$ cat src/rtl/interval_meter.sv
// interval_meter: measures the high time of sig in units of PERIOD = FCLK/SCALE clocks.
// The measurement saturates at MAX_UNITS, which sets ovf.
// Optional feature: define INTERVAL_METER_SYNC_EN to pass sig through a two-flop synchronizer
// before edge detection. This adds 2 cycles of latency and leaves width unchanged.
module interval_meter #(
    parameter int unsigned FCLK      = 100000000,
    parameter int unsigned SCALE     = 1000,
    parameter logic [31:0] MAX_UNITS = 32'hFFFFFFFF
) (
    input  logic        clk,
    input  logic        rst,
    input  logic        enbl,
    input  logic        sig,
    output logic [31:0] width,
    output logic        valid,
    output logic        busy,
    output logic        ovf
);

    localparam int unsigned PERIOD = FCLK / SCALE;
    localparam int unsigned CW     = (PERIOD > 1) ? $clog2(PERIOD) : 1;
    localparam logic [CW-1:0] LAST = CW'(PERIOD - 1);

    typedef enum logic [1:0] {StIdle, StRun, StHold} state_t;

    logic          sig_s;
    logic          sig_d;
    logic          rise;
    logic          fall;
    logic          tick;
    logic [32:0]   sum;

    state_t        state_q, state_d;
    logic [CW-1:0] cnt_clk_q, cnt_clk_d;
    logic [31:0]   cnt_time_q, cnt_time_d;
    logic [31:0]   width_q, width_d;
    logic          ovf_q, ovf_d;
    logic          valid_q, valid_d;

`ifdef INTERVAL_METER_SYNC_EN
    logic sync1, sync2;

    // Two-flop synchronizer; reset high so a line held high at reset release is not an edge.
    always_ff @(posedge clk or posedge rst) begin
        if (rst) begin
            sync1 <= 1'b1;
            sync2 <= 1'b1;
        end else begin
            sync1 <= sig;
            sync2 <= sync1;
        end
    end

    assign sig_s = sync2;
`else
    assign sig_s = sig;
`endif

    // Edge history, updated every cycle regardless of enbl.
    always_ff @(posedge clk or posedge rst) begin
        if (rst) begin
            sig_d <= 1'b1;
        end else begin
            sig_d <= sig_s;
        end
    end

    assign rise = sig_s & ~sig_d;
    assign fall = ~sig_s & sig_d;
    assign tick = (cnt_clk_q == LAST);
    // Widened sum so the compare against MAX_UNITS can never wrap.
    assign sum  = {1'b0, cnt_time_q} + {32'b0, tick};

    // State, counter and result registers.
    always_ff @(posedge clk or posedge rst) begin
        if (rst) begin
            state_q    <= StIdle;
            cnt_clk_q  <= '0;
            cnt_time_q <= '0;
            width_q    <= '0;
            ovf_q      <= 1'b0;
            valid_q    <= 1'b0;
        end else begin
            state_q    <= state_d;
            cnt_clk_q  <= cnt_clk_d;
            cnt_time_q <= cnt_time_d;
            width_q    <= width_d;
            ovf_q      <= ovf_d;
            valid_q    <= valid_d;
        end
    end

    // Next-state logic: enbl low overrides everything; a fall ending the pulse wins over
    // saturation when both happen in the same cycle.
    always_comb begin
        state_d    = state_q;
        cnt_clk_d  = cnt_clk_q;
        cnt_time_d = cnt_time_q;
        width_d    = width_q;
        ovf_d      = ovf_q;
        valid_d    = 1'b0;

        if (!enbl) begin
            state_d    = StIdle;
            cnt_clk_d  = '0;
            cnt_time_d = '0;
        end else begin
            unique case (state_q)
                StIdle: begin
                    if (rise) begin
                        state_d    = StRun;
                        cnt_clk_d  = '0;
                        cnt_time_d = '0;
                    end
                end
                StRun: begin
                    if (fall) begin
                        width_d    = sum[31:0];
                        ovf_d      = 1'b0;
                        valid_d    = 1'b1;
                        state_d    = StIdle;
                        cnt_clk_d  = '0;
                        cnt_time_d = '0;
                    end else if (sum >= {1'b0, MAX_UNITS}) begin
                        width_d    = MAX_UNITS;
                        ovf_d      = 1'b1;
                        valid_d    = 1'b1;
                        state_d    = StHold;
                        cnt_clk_d  = '0;
                        cnt_time_d = '0;
                    end else begin
                        cnt_clk_d  = tick ? '0 : cnt_clk_q + CW'(1);
                        cnt_time_d = sum[31:0];
                    end
                end
                StHold: begin
                    // Wait out the saturated pulse; a fresh rise is needed afterwards.
                    if (!sig_s) begin
                        state_d = StIdle;
                    end
                end
                default: begin
                    state_d = StIdle;
                end
            endcase
        end
    end

    assign width = width_q;
    assign ovf   = ovf_q;
    assign valid = valid_q;
    assign busy  = (state_q != StIdle);

endmodule

$ cat config.mk
export PLATFORM = sky130hd
export DESIGN_NAME = interval_meter
export DESIGN_NICKNAME = d
export VERILOG_FILES = /design/src/rtl/interval_meter.sv
export SDC_FILE = /design/constraint.sdc
export NUM_CORES = 1
export LEC_CHECK = 0
export ABC_AREA = 1
export CAP_MARGIN = 5
export CORE_MARGIN = 2
export CORE_UTILIZATION = 45
export DETAILED_ROUTE_END_ITERATION = 16
export PLACE_DENSITY = 0.73
export SYNTH_ARGS = -nofsm -noshare
export SYNTH_HDL_FRONTEND = slang
export SYNTH_SLANG_ARGS = --single-unit
$ cat constraint.sdc
create_clock -name clk -period 8.4 [get_ports clk]
set_clock_uncertainty 0.1 [all_clocks]
set_input_delay 1.68 -clock clk [delete_from_list [all_inputs] [get_ports clk]]
set_output_delay 1.68 -clock clk [all_outputs]
set_load 0.02 [all_outputs]
# ---- Yosys cells after proc, flatten, opt, wreduce, memory -nomap -nowiden
# Index checks and enable logic that the tools add are counted.
dict set report totals {
  register_bits 86
  output_inout_bits 35
  in_bits 4
  wordCells 52
}
dict set report op_classes {
  n_eq_ne 7
  n_reduce_logical 6
  bitwise 4
  muxes 25
  order_cmp 1
  n_addsub 2
}
# cell n
set op_table {}
lappend op_table {{$mux 32} 6}
lappend op_table {{$mux 17} 5}
lappend op_table {{$pmux 32 s2} 1}
lappend op_table {{$pmux 17 s2} 1}
lappend op_table {{$add 32x1->33} 1}
lappend op_table {{$ge 33x32->1 const B} 1}
lappend op_table {{$add 17x1->17 const B} 1}
lappend op_table {{$eq 17x17->1 const B} 1}
lappend op_table {{$mux 2} 5}
lappend op_table {{$mux 1} 6}
lappend op_table {{$ne 3x3->1 const B} 2}
lappend op_table {{$pmux 2 s3} 1}
lappend op_table {{$reduce_and 3->1} 2}
lappend op_table {{$ne 4x4->1 const B} 1}
lappend op_table {{$reduce_bool 2->1} 2}
lappend op_table {{$ne 3x1->1 const B} 1}
lappend op_table {{$and 1x1->1} 2}
lappend op_table {{$eq 2x1->1 const B} 1}
lappend op_table {{$eq 2x2->1 const B} 1}
lappend op_table {{$logic_not 2->1} 1}
lappend op_table {{$not 1->1} 2}
lappend op_table {{$reduce_and 2->1} 1}

# ---- Depth between registers and ports, before layout
# Gate-level depths: netlist of run 1.
dict set report logic_depth {
  ltp_word 7
  ltp_mapped 23
  depth_no_buf 22
}

# ---- Worst setup path after synthesis of run 1
# No wires, ideal clock.
dict set report synth_timing {
  path_type {reg2reg}
  from {register cnt_clk_q[0]}
  to {register width_q[10] (netlist: width[10])}
  t_required_ns 8.183
  setup_ns 0.117
  slack_ns 5.409
  t_arrival_ns 2.774
  path_stages_with_launch 22
  cell_sequence {dfrtp_1 ha_1 nand3_1 nor2_1 nand3_1 inv_1 ha_1 ha_1 nand2_2 nor2_4 nand2_1 nor2_2 nand3_1 xnor2_1 nand2_1 nor2_1 nand3_2 nand3_4 nand2_4 buf_6 nand2_1 nand2_1}
}
dict set report synth_via {
  elab_chain_cells 5
}
# element line
set synth_rtl {}
lappend synth_rtl {{start, declared} 34} ;# logic [CW-1:0] cnt_clk_q, cnt_clk_d;
lappend synth_rtl {{start signal, assigned} 85} ;# cnt_clk_q <= cnt_clk_d;
lappend synth_rtl {{$eq 17x17->1 (*)} 70} ;# assign tick = (cnt_clk_q == LAST);
lappend synth_rtl {{$add 32x1->33 (*)} 72} ;# assign sum = {1'b0, cnt_time_q} + {32'b0, tick};
lappend synth_rtl {{$ge 33x32->1} 124} ;# end else if (sum >= {1'b0, MAX_UNITS}) begin
lappend synth_rtl {{$reduce_bool 2->1 (no line)} n/a}
lappend synth_rtl {{$reduce_and 3->1 (no line)} n/a}
lappend synth_rtl {{end signal, assigned} 87} ;# width_q <= width_d;
lappend synth_rtl {{end, declared} 36} ;# logic [31:0] width_q, width_d;
# Mark *: on every way between the ends. The rest lies on a longest branch, timed or not.
# A chain may end at the register's enable or synchronous reset.

# ---- Worst setup path after layout of run 1
dict set report layout_timing {
  from {register cnt_clk_q[8]}
  to {register width_q[18] (netlist: width[18])}
}
# Same word-level chain as after synthesis.

==> flow_summary.json, run 1 <==
{
  "status": "finished clean",
  "ios": 39,
  "synth_fp_nets": 707,
  "worst_slew_pin_slew_ns": 1.08,
  "setup_violations": 0,
  "synthFlopType": "dfrtp_1",
  "irDropWorstVdd_mv": 0.149,
  "clockBufferDepth": 2,
  "ys_types": 34,
  "post_cts_buffers": 0,
  "synth_top_area_share": 0.433,
  "n_fill_cell": 1066,
  "timing.final.ws_setup_ns": 4.05,
  "drive_above_1_share": 0.0516,
  "yosysWarnings": 0,
  "die_area_mm2": 0.0118,
  "vias": 4549,
  "n_antenna_cell": 0,
  "dpl.hpwl_mm": 9.24,
  "period_needed_ns": 4.35,
  "start_util": 0.457,
  "crit_chain": "inv_1 > nand4_1 > nor4_1 > nand3_1 > inv_1 > ha_1 > ha_1 > nand2_2 > nor2_4 > nand2_1 > nor2_2 > nand2_1 > nand2_1 > nand2_1 > nor2_1 > nand2_1 > nor2_1 > nand3_2 > nand3_4 > nand2_4 > nand2_1 > nand2_1",
  "worstSetupPathType": "reg2reg",
  "antenna_found_initial": 0,
  "grt_overflow": 0,
  "die_x_um": 109,
  "hold_buffers": 0,
  "areaGrowthSynthToFinish_pct": 13.3,
  "crit_top_cell": "nand2_1",
  "multi_input_area_mm2": 0.00234,
  "grt_pass1_vias": 4323,
  "synth.most_common_cell": "nand2_1",
  "cts_made_buffers": 9,
  "postRouteAntennaNets": 0,
  "avgSynthCellArea_um2": 7.02,
  "cap_violations": 0,
  "crit_required_ns": 8.54,
  "critPathArrivalTime_ns": 4.49,
  "finalNetCount": 738,
  "clk_pin_slew_ns": 0.09,
  "crit_slowest_cell": "dfrtp_1",
  "place_congestion": 0.972,
  "io_buffers": 38,
  "netlist_instances": 700,
  "wire_per_inst_um": 14.1,
  "max_slew_margin": 0.281,
  "netlist.top_cell.by_area": "dfrtp_1",
  "start_kind": "flip-flop",
  "slowest_delay_ns": 0.44,
  "grtUsageTotal": 0.224,
  "end_kind": "flip-flop",
  "htree_levels": 3,
  "synth_common_cells": "271 x nand2_1, 85 x dfrtp_1, 77 x inv_1",
  "synth-seq-area-share": 0.438,
  "first_pass_iters": 5,
  "wl_mm": 12.4,
  "worstPathBufferInverterCount": 2,
  "cts_root_buf": "clkbuf_8",
  "cts_tree": "done",
  "rows": 38,
  "final_cells": 876,
  "leakagePower_nw": 2.45,
  "synth-edff-count": 0,
  "coreArea_mm2": 0.0107,
  "drtIter0Drc": 266,
  "synth_area_leaders": "dfrtp_1 43%, nand2_1 21%, nand3_1 6.2%",
  "fin_tns_setup_ns": 0,
  "crit_family": "simple AND/OR/NAND/NOR gates",
  "drc": 0,
  "synth-seq-cells": 86,
  "dp.cells": 860,
  "seq_area_mm2": 0.00215,
  "min_path_type": "reg2reg",
  "final.period_utilization": 0.518,
  "via_per_inst": 5.19,
  "die_h_um": 109,
  "async_reset_ff_frac": 1.00,
  "grt_max_degree": 87,
  "clock_latency_ns": 0.36,
  "clock-sinks": 86,
  "hold_violations": 0,
  "rsz0062_at_grt": "no",
  "crit_fanout": 44,
  "cts_resized": 0,
  "timing.final.max_slew_violations": 0,
  "place_ws_ns": 4.09,
  "clock.fmax_mhz": 230,
  "grt_pass1_wl_mm": 20.8,
  "netlist_area_mm2": 0.00491,
  "p_per_area_mw_per_mm2": 196
}
[logic make-up (layout without fill, tap and decap cells)]
kind of cell	count (synthesis)	in the layout	share of synthesized area
DFF	86	86	0.438
AOI/OAI and AO/OA	65	65	0.0797
buffers and inverters	101	137	0.0855
xor gates and xnor gates	7	7	0.0125
and+or+nand+nor	438	438	0.377
adders and majority gates	3	3	0.00764
[worst min-delay path: stages (launching register included)]
cell and delay (ns):
dfrtp_1 0.35, nand2_1 0.05, nand2_1 0.05
[through the flow]
stage                     utilization  hold WS (ns)  cell area (um2)  total power [W]
after floorplan                     -         0.355             4910         0.000667
after global placement          0.500         0.353             5370         0.000806
after detailed placement        0.500         0.357             5370         0.000812
after CTS                       0.518         0.378             5570          0.00110
after global routing            0.518         0.398             5570          0.00115
final                           0.518         0.376             5570          0.00109
[final timing paths]
path	from	to	slack [ns]	depth (start not counted)
worst max-delay path	cnt_clk_q[8]	width[18]	4.05	22
max in group asynchronous	rst	width[19]	5.63	3
worst max register to register	cnt_clk_q[8]	width[18]	4.05	22
worst min-delay path	width[13]	width[13]	0.38	2
min in group asynchronous	rst	width[26]	1.89	3
worst min register to register	width[13]	width[13]	0.38	2
[registers in the layout (all words and copies together) (netlist names)]
register and count:
width 32, sig_d 1, valid 1, state_q 2, ovf 1, cnt_clk_q 17
cnt_time_q 32
[where the power goes]
part | total [W] | internal (W) | switching [W] | leakage [nW]
Clock | 0.000291 | 0.000139 | 0.000152 | 0.0862
Sequential | 0.000505 | 0.000472 | 0.0000327 | 1.14
Combinational | 0.000296 | 0.000128 | 0.000168 | 1.22
Total | 0.00109 | 0.000739 | 0.000352 | 2.45
[layer usage]
metal / GRT usage / part of all wire / wire [um]
met5: 0 / 0 / 0
met2: 0.366 / 0.47 / 5840
met4: 0.0989 / 0.034 / 425
met3: 0.0344 / 0.039 / 481
met1: 0.294 / 0.45 / 5620
[layout make-up]
| class | instances | share of cell area |
|---|---|---|
| multi-input cells | 513 | 0.421 |
| flip-flops and latches | 86 | 0.387 |
| repair buffers | 41 | 0.0724 |
| inverters | 80 | 0.0542 |
| well taps | 140 | 0.0315 |
| clock buffers | 11 | 0.0236 |
| clock inverters | 5 | 0.0110 |
[placed cells by master, fill, tap and decap left out, drive strengths merged, types with 4 or more instances in the layout]
| cell type | count |
|---|---|
| nand4 | 8 |
| o22ai | 32 |
| dfrtp | 85 |
| inv | 79 |
| clkdlybuf4s50 | 38 |
| clkbuf | 11 |
| o21bai | 8 |
| nand2 | 275 |
| xnor2 | 4 |
| nand3 | 63 |
| nor2 | 79 |
| o21ai | 20 |
Note: power is estimated with default switching activity, not from simulation.
==> run 2: changes to the inputs <==
clock period = 4.2 ns   (was 8.4 ns; I/O delays follow)
==> flow_summary.json, run 2 (synthesized netlist as in run 1, its figures left out) <==
{
  "cts_tree": "done",
  "place_congestion": 0.928,
  "mostFrequentLayoutCell": "nand2_1",
  "areaGrowthSynthToFinish_pct": 14.4,
  "seq_area_mm2": 0.00215,
  "fin_tns_setup_ns": 0,
  "worst_slew_pin_slew_ns": 1.06,
  "crit_required_ns": 4.40,
  "grt_pass1_vias": 4428,
  "grt_overflow": 0,
  "die_x_um": 109,
  "hold_violations": 0,
  "io_buffers": 38,
  "n_antenna_cell": 0,
  "leakagePower_nw": 2.47,
  "max_slew_margin": 0.291,
  "most-common-layout-cells": "271 x nand2_1, 85 x dfrtp_1, 76 x inv_1, 70 x nor2_1, 61 x nand3_1",
  "grtUsageTotal": 0.231,
  "dpl.hpwl_mm": 9.47,
  "cap_violations": 0,
  "status": "finished clean",
  "clock-sinks": 86,
  "vias": 4605,
  "rows": 38,
  "antenna_found_initial": 0,
  "wire_per_inst_um": 14.3,
  "wl_mm": 12.6,
  "cts_resized": 0,
  "period_needed_ns": 3.73,
  "postRouteAntennaNets": 0,
  "n_fill_cell": 1086,
  "final.period_utilization": 0.889,
  "totalPowerFinal_w": 0.00217,
  "critPathArrivalTime_ns": 3.94,
  "start_util": 0.457,
  "coreArea_mm2": 0.0107,
  "p_per_area_mw_per_mm2": 386,
  "clock.fmax_mhz": 268,
  "post_cts_buffers": 0,
  "irDropWorstVdd_mv": 0.339,
  "end_kind": "flip-flop",
  "drc": 0,
  "first_pass_iters": 5,
  "via_per_inst": 5.23,
  "min_path_type": "reg2reg",
  "hold_buffers": 0,
  "die_area_mm2": 0.0118,
  "cts_made_buffers": 9,
  "grt_max_degree": 63,
  "ios": 39,
  "multi_input_area_mm2": 0.00235,
  "clockBufferDepth": 2,
  "timing.final.max_slew_violations": 0,
  "worstSetupPathType": "reg2reg",
  "crit_fanout": 27,
  "grt_pass1_wl_mm": 21.4,
  "finalNetCount": 743,
  "drtIter0Drc": 271,
  "clk_pin_slew_ns": 0.09,
  "start_kind": "flip-flop",
  "setup_violations": 0,
  "htree_levels": 3,
  "die_h_um": 109,
  "cts_root_buf": "clkbuf_8",
  "drive_above_1_share": 0.0594,
  "clock_latency_ns": 0.36
}
run 2: cell count changes in the layout (fill, tap and decap cells not counted), sizes merged:
| cell | delta |
|---|---|
| buf | +5 |
| clkinvlp | -2 |
| clkinv | +3 |
| bufinv | -1 |
run 2: metrics by stage:
step	setup slack (ns)	cells	area [um2]	hold slack (ns)	utilization
after floorplan	1.04	700	4910	0.355	-
after global placement	0.566	865	5420	0.357	0.505
after detailed placement	0.460	865	5420	0.357	0.505
after CTS	0.412	881	5610	0.378	0.522
after global routing	-0.000965	881	5620	0.405	0.523
final	0.465	881	5620	0.371	0.523
run 2: path summary, 6_finish.rpt:
path	startpoint	endpoint	slack (ns)	cells past startpoint
worst max register to register	cnt_clk_q[1]	width[0]	0.47	20
min in group asynchronous	rst	ovf	0.92	2
max in group asynchronous	rst	cnt_time_q[8]	2.28	3
worst max-delay path	cnt_clk_q[1]	width[0]	0.47	20
worst min-delay path	width[11]	width[11]	0.37	2
worst min register to register	width[11]	width[11]	0.37	2
run 2: worst max-delay path: stages, from the launching register on:
cell	delay (ns)
dfrtp_1	0.39
ha_1	0.20
nand3_1	0.11
nor2_1	0.20
nand3_1	0.16
inv_1	0.10
ha_1	0.19
ha_1	0.23
nand2_2	0.08
nor2_4	0.15
nand2_1	0.10
nor2_2	0.21
nand3_1	0.17
xnor2_1	0.26
nand2_1	0.08
nor2_1	0.13
nand3_2	0.13
nand3_4	0.23
buf_6	0.26
nand3_1	0.11
nand2_1	0.09
run 2: layout make-up:
cell class | count | share of cell area
clock buffer | 11 | 0.0251
clock inverter | 5 | 0.00756
inverter | 80 | 0.0536
tap | 140 | 0.0311
timing repair buffer | 46 | 0.0819
sequential | 86 | 0.383
multi-input combinational | 513 | 0.418
run 2: power breakdown:
part / switching, W / total, W / leakage, nW / internal (W)
clock network: 0.000319 / 0.000556 / 0.0901 / 0.000237
registers: 0.0000640 / 0.00101 / 1.14 / 0.000945
logic: 0.000344 / 0.000608 / 1.24 / 0.000264
total: 0.000727 / 0.00217 / 2.47 / 0.00144
run 2: metal layers:
layer	share of wire	up-vias	track usage	wire, um
met4	0.036	0	0.110	454
met3	0.053	30	0.0392	662
met2	0.46	151	0.362	5740
met5	0	-	0	0
li1	-	2299	-	-
met1	0.46	2125	0.313	5730
